--- src/rtl/mem_ctrl.sv ---
// Line-granular memory controller: splits each cache-line read/write into
// single-outstanding beats on a valid/ready host bus and gathers read beats.
module mem_ctrl #(
    parameter int unsigned BEATS  = 4,
    parameter int unsigned BEAT_W = 64
) (
    input  logic                    clk,
    input  logic                    rst_n,
    input  logic [1:0]              mem_op,
    input  logic [63:0]             cpu_addr,
    input  logic [BEATS*BEAT_W-1:0] wr_line,
    output logic                    ready,
    output logic                    tx_done,
    output logic [BEATS*BEAT_W-1:0] rd_line,
    output logic                    host_req_vld,
    input  logic                    host_req_rdy,
    output logic                    host_req_we,
    output logic [63:0]             host_req_addr,
    output logic [BEAT_W-1:0]       host_req_wdata,
    input  logic                    host_rsp_vld,
    input  logic [BEAT_W-1:0]       host_rsp_data
);
    localparam int unsigned      LINE_W     = BEATS * BEAT_W;
    localparam int unsigned      OFF_W      = $clog2(LINE_W / 8);
    localparam int unsigned      CNT_W      = $clog2(BEATS);
    localparam logic [CNT_W-1:0] LAST_BEAT  = CNT_W'(BEATS - 1);
    localparam logic [63:0]      BEAT_BYTES = 64'(BEAT_W / 8);
    localparam logic [63:0]      LINE_MASK  = ~((64'd1 << OFF_W) - 64'd1);

    typedef enum logic [2:0] {
        S_IDLE,
        S_RD_REQ,
        S_RD_WAIT,
        S_WR_REQ,
        S_DONE
    } state_t;

    state_t             state_q, state_d;
    logic [CNT_W-1:0]   beat_q, beat_d;
    logic [63:0]        base_q, base_d;
    logic [LINE_W-1:0]  wr_q, wr_d;
    logic [LINE_W-1:0]  rd_q, rd_d;
    logic [31:0]        slot;
    logic [63:0]        beat_addr;
    logic               last_beat;

    assign slot      = 32'(beat_q) * BEAT_W;
    assign beat_addr = base_q + 64'(beat_q) * BEAT_BYTES;
    assign last_beat = (beat_q == LAST_BEAT);
    assign rd_line   = rd_q;

    always_ff @(posedge clk or negedge rst_n) begin
        if (!rst_n) begin
            state_q <= S_IDLE;
            beat_q  <= '0;
            base_q  <= '0;
            wr_q    <= '0;
            rd_q    <= '0;
        end else begin
            state_q <= state_d;
            beat_q  <= beat_d;
            base_q  <= base_d;
            wr_q    <= wr_d;
            rd_q    <= rd_d;
        end
    end

    // Request fields are pure functions of registered state, so they stay
    // stable for as long as the host holds off host_req_rdy.
    always_comb begin
        state_d        = state_q;
        beat_d         = beat_q;
        base_d         = base_q;
        wr_d           = wr_q;
        rd_d           = rd_q;
        ready          = 1'b0;
        tx_done        = 1'b0;
        host_req_vld   = 1'b0;
        host_req_we    = 1'b0;
        host_req_addr  = '0;
        host_req_wdata = '0;

        case (state_q)
            S_IDLE: begin
                ready = 1'b1;
                if (mem_op[0]) begin
                    base_d = cpu_addr & LINE_MASK;
                    beat_d = '0;
                    if (mem_op[1]) begin
                        wr_d    = wr_line;
                        state_d = S_WR_REQ;
                    end else begin
                        state_d = S_RD_REQ;
                    end
                end
            end
            S_RD_REQ: begin
                host_req_vld  = 1'b1;
                host_req_addr = beat_addr;
                if (host_req_rdy) begin
                    state_d = S_RD_WAIT;
                end
            end
            S_RD_WAIT: begin
                if (host_rsp_vld) begin
                    rd_d[slot +: BEAT_W] = host_rsp_data;
                    if (last_beat) begin
                        state_d = S_DONE;
                    end else begin
                        beat_d  = beat_q + CNT_W'(1);
                        state_d = S_RD_REQ;
                    end
                end
            end
            S_WR_REQ: begin
                host_req_vld   = 1'b1;
                host_req_we    = 1'b1;
                host_req_addr  = beat_addr;
                host_req_wdata = wr_q[slot +: BEAT_W];
                if (host_req_rdy) begin
                    if (last_beat) begin
                        state_d = S_DONE;
                    end else begin
                        beat_d = beat_q + CNT_W'(1);
                    end
                end
            end
            S_DONE: begin
                tx_done = 1'b1;
                state_d = S_IDLE;
            end
            default: state_d = S_IDLE;
        endcase
    end
endmodule
--- config.mk ---
export PLATFORM = sky130hd
export DESIGN_NAME = mem_ctrl
export DESIGN_NICKNAME = d
export VERILOG_FILES = /design/src/rtl/mem_ctrl.sv
export SDC_FILE = /design/constraint.sdc
export NUM_CORES = 1
export LEC_CHECK = 0
export BUFFER_PORTS_ARGS = -buffer_cell sky130_fd_sc_hd__buf_2
export CAP_MARGIN = 20
export CORE_AREA = 5 5 297 299
export CTS_BUF_LIST = sky130_fd_sc_hd__clkbuf_8
export CTS_CLUSTER_SIZE = 8
export DETAILED_ROUTE_END_ITERATION = 8
export DIE_AREA = 0 0 302 304
export PLACE_DENSITY_LB_ADDON = 0.2
export SLEW_MARGIN = 40
export SYNTH_ARGS = -nofsm -noshare
export SYNTH_HDL_FRONTEND = slang
export SYNTH_SLANG_ARGS = --single-unit
--- constraint.sdc ---
create_clock -name clk -period 3.2 [get_ports clk]
set_input_delay 0.32 -clock clk [delete_from_list [all_inputs] [get_ports clk]]
set_output_delay 0.32 -clock clk [all_outputs]
set_load 0.005 [all_outputs]
# After elaboration in Yosys (flattened, before gate mapping)
# Cells that the tools add are included.
# word_totals
register_bits,576
latch_bits,0
ramBits,0
mem_bits_ro,0
inputBits,390
output_inout_bits,388
wordCells,49
mem_count,0
# op_classes
add_sub_neg,3
mul,0
div_mod_pow,0
n_lt_le_gt_ge,0
n_eq_ne,10
shifts,3
n_mux,20
bitwise_logic,0
reduce_logical,8
# ops
cell,count
$bwmux W256,1
$shift A64 B34 Y256 const A,1
$shiftx A256 B9 Y64,1
$shiftx A64 B34 Y256,1
$mux W64,2
$add A64 B5 Y64,1
$neg A8 Y34,1
$mux W3,6
$pmux W3 S4,1
$mux W2,5
$ne A2 B2 Y1 const B,5
$eq A3 B2 Y1 const B,2
$pmux W2 S3,1
$reduce_and A5 Y1,1
$mux W1,4
$reduce_and A2 Y1,2
$reduce_and A4 Y1,1
$eq A3 B1 Y1 const B,1
$eq A3 B3 Y1 const B,1
$logic_not A3 Y1,1
$reduce_and A3 Y1,1
$reduce_bool A3 Y1,1
$add A2 B1 Y2 const B,1
$eq A2 B2 Y1 const B,1
$reduce_or A2 Y1,1

# Longest topological paths before layout
# logic_depth
ltp_word,4
ltp_mapped,9
ltp_nobuf,5

# Least setup slack after synthesis
# No wires, ideal clock.
# synth_timing
path_type,reg2reg
from,reg beat_q[1]
to,reg rd_q[26] (netlist: rd_line[26])
setup_ns,0.083
arrival_ns,2.470
t_required_ns,3.117
setup_slack_ns,0.648
path_stages_with_launch,10
n_path_buf,4
synth_period_minus_slack_ns,2.552
path_cell_list,dfrtp_1 buf_1 buf_1 inv_1 ha_1 nor3b_1 clkbuf_1 buf_1 nand4_1 o21ai_0
# synth_between
elab_chain_cells,3
elab_cells_between_ends,4
cone_classes,add/sub (1); shift (2); mux (1)
# synth_lines
item,line_no,text
start: declaration,39,"logic [CNT_W-1:0] beat_q, beat_d;"
start signal: assignment,61,beat_q <= beat_d;
$neg A8 Y34 (*),106,rd_d[slot +: BEAT_W] = host_rsp_data;
$shiftx A64 B34 Y256 or $shift A64 B34 Y256 (tied branches),106,
$bwmux W256 (*),106,
end signal: assignment,64,rd_q <= rd_d;
end: declaration,42,"logic [LINE_W-1:0] rd_q, rd_d;"
# Mark *: on every way between the ends. The rest lies on a longest branch, timed or not.
# A chain may end at the register's enable or synchronous reset.

# Worst setup path after layout
# layout_timing
from,reg beat_q[1]
to,out host_req_wdata[40]
# layout_between
elab_chain_cells,2
# layout_lines
item,line_no,text
$shiftx A256 B9 Y64,119,host_req_wdata = wr_q[slot +: BEAT_W];
$mux W64,83,case (state_q)
end: declaration,19,"output logic [BEAT_W-1:0] host_req_wdata,"
# Every way passes these cells.

==> results by group <==
Hold path
  – Hold depth: 3
  – Hold WC Path Type: primary input to register

Final layout
  – Register area: 14400 um^2
  – Nets@finish: 3601
  – Synthesis-to-finish area growth: 45.5%
  – Multi-input gate area: 9050 um^2
  – Share of cells above drive strength 1: 0.347
  – Final Non-Filler Cells: 4444
  – Fillers: 8135

Yosys
  – Distinct cells, synth: 31
  – Sequential element share of the synthesized area: 0.573
  – Post-synthesis async set-or-reset flop share: 1.00
  – Cells after Synth: 2081
  – Main flop type after synthesis: dfrtp_1
  – Flops & latches, synth: 576
  – Number of flops mapped to enable cells by yosys: 0
  – Ys Warns: 0
  – Synth Cell Area: 25100 um^2
  – Syn_area_per_cell: 12.1 um^2

STA
  – Slew of the pin with the lowest slew margin: 0.709 ns
  – Hold Vio Cnt, Final: 0
  – Tmin final: 2.97 ns
  – Skew final: 0.0537 ns
  – Max Freq: 0.336 GHz
  – RSZ-0062 raised after global routing: false
  – Setup TNS Final: 0 ns
  – WHS: 0.164 ns
  – Setup Viol. Count Final: 0
  – Tcrit/Tclk final: 0.929
  – Max_slew headroom: 0.526
  – Final Max Tran Viols: 0

Drt
  – Initial DRC Count: 1118
  – Total number of vias: 21.6k
  – Via density: 4.86
  – DR WL/cell: 21.5 um
  – DRT Wirelength: 95600 um
  – DRC: 0
  – Drt pass-1 iters: 5
  – DRT antenna net count: 0

Power
  – Pwr/cell area: 895 nW/um^2
  – P_leak: 17.4 nW
  – Total power: 32.7 mW
  – Worst VDD drop: 489 uV

Worst setup path
  – Number of buffers and inverters on the critical path: 2
  – Crit-path max FO: 47
  – Crit path cell chain: buf_12, mux4_2, and3_1, buf_2
  – Delay-heaviest family, CP: flip-flops
  – WP depth: 4
  – Setup Crit Path Kind: register to output port
  – Slowest cell on crit path: dfrtp_4
  – Startpoint Class: register
  – CP endpoint kind: output port
  – R2r worst-path depth: 6
  – Max incr delay on CP: 0.71 ns
  – Critical path data arrival time: 2.65 ns
  – CP required: 2.88 ns

Run
  – MaxCap Viol Count: 0

Clock tree
  – Sink Count: 576
  – Clk_lat worst skew: 0.78 ns
  – CTS tree: done
  – Root Driver: clkbuf_8
  – Clock Pin Slew Worst Setup and Hold Paths: 0.06 ns
  – Total CTS buffers: 105
  – Htree depth: 3
  – Clock Tree Buf Depth: 3

Floorplanning
  – Area of the die: 91800 um^2
  – CORE AREA: 84900 um^2
  – Die span in x: 302 um
  – Starting Density: 0.296
  – Row count: 107
  – Die H: 304 um
  – IO Pins: 778

GRT
  – Vias in the first global route: 23.8k
  – Gr ovfl total: 0
  – Pin count of the biggest net entering global routing: 110
  – Initial antenna violation count: 12
  – GRT Total Usage: 0.202
  – First-pass GRT wire length: 145000 um

Placement
  – Port-buffer cells: 769
  – Placer Congestion: 0.841
  – Detailed placement HPWL: 65300 um
  – Placed insts: 3857

Status
  – Status: complete, no violations
==> registers in the layout, indices dropped and copies added (netlist names) <==
name     count
beat_q       2
wr_q       256
state_q      3
base_q      59
rd_line    256
==> cells in the mapped netlist (all sizes together), types with 3 or more instances <==
cell	number	area, um^2
and3	64	400
buf	65	303
nor3b	3	22.5
o21ai	257	1290
clkbuf	124	465
mux4	64	1440
dfrtp	576	14400
and2	66	413
nand4	256	1600
nor2b	3	18.8
inv	259	972
nor2	3	11.3
ha	6	75.1
mux2	316	3560
==> cell families (layout without fill, tap and decap cells) <==
| group | after synthesis | after routing | share of synthesized area |
|---|---|---|---|
| other cells | 1 | 17 | 0.000149 |
| flops | 576 | 576 | 0.573 |
| compound gates | 263 | 263 | 0.0530 |
| simple gates | 405 | 405 | 0.101 |
| fa+ha+maj | 6 | 6 | 0.00299 |
| mux | 382 | 382 | 0.200 |
| buf+inv | 448 | 1651 | 0.0692 |
==> through the flow <==
step / worst slack (ns) / util / area (um^2)
global placement: 0.709 / 0.359 / 30500
CTS: 0.0912 / 0.430 / 36500
detailed placement: 0.669 / 0.359 / 30500
floorplan: 0.648 / - / 25100
finish: 0.227 / 0.431 / 36600
global route: 0.0799 / 0.431 / 36600
==> placed cells by master, fill, tap and decap left out, types with 87 or more instances in the layout <==
cell / instances
o21ai_0: 257
clkbuf_8: 132
buf_2: 768
inv_1: 298
mux2_1: 229
nand4_1: 256
dlygate4sd3_1: 383
mux2_2: 87
dfrtp_1: 573
==> worst reg2reg max path: cells and delay by family (launching register included) <==
| kind | cells | cell delay, ns |
|---|---|---|
| AO/OA/AOI/OAI | 1 | 0.11 |
| flip-flops | 1 | 0.71 |
| buffers and inverters | 2 | 0.48 |
| adder cells (fa/ha/maj) | 1 | 0.42 |
| AND/OR/NAND/NOR | 2 | 0.71 |
==> cell type report <==
type,count,area share
Timing Repair Buffer,1204,0.232
Clock buffer,132,0.0497
Inverter,259,0.0266
Sequential cell,576,0.394
Tap cell,1144,0.0391
Multi-Input combinational cell,1059,0.247
Antenna cell,14,0.000958
Clock inverter,56,0.00951
==> worst paths after layout <==
kind / to / startpoint / slack (ns)
max: host_req_wdata[40] / beat_q[1]$_DFFE_PN0P_ / 0.23
min in group asynchronous: rd_line[21]$_DFFE_PN0P_ / rst_n / 0.18
max in group asynchronous: wr_q[35]$_DFFE_PN0P_ / rst_n / 2.14
max reg2reg: rd_line[80]$_DFFE_PN0P_ / beat_q[1]$_DFFE_PN0P_ / 0.67
min reg2reg: wr_q[155]$_DFFE_PN0P_ / wr_q[155]$_DFFE_PN0P_ / 0.49
min: wr_q[42]$_DFFE_PN0P_ / mem_op[1] / 0.16
==> what timing repair did <==
item / 4_1_cts / 5_1_grt
endpoints found under the setup margin: 4 / 0
buffers inserted: 2 / 0
hold buffers: 383 / 0
resized for setup: 1 / 0
hold endpoints to repair: 622 / 0
==> routing by layer <==
metal | global-route usage | up-vias | routed length, um
met5 | 0 | - | 0
met1 | 0.243 | 10800 | 37000
met3 | 0.0584 | 180 | 8660
met2 | 0.339 | 990 | 46500
met4 | 0.0845 | 0 | 3440
li1 | - | 9584 | -
==> power breakdown <==
group	switching [mW]	internal, mW
combinational	6.50	6.00
clock	3.26	3.95
sequential	2.11	10.9
No activity file was read; power rests on OpenSTA's default activity.
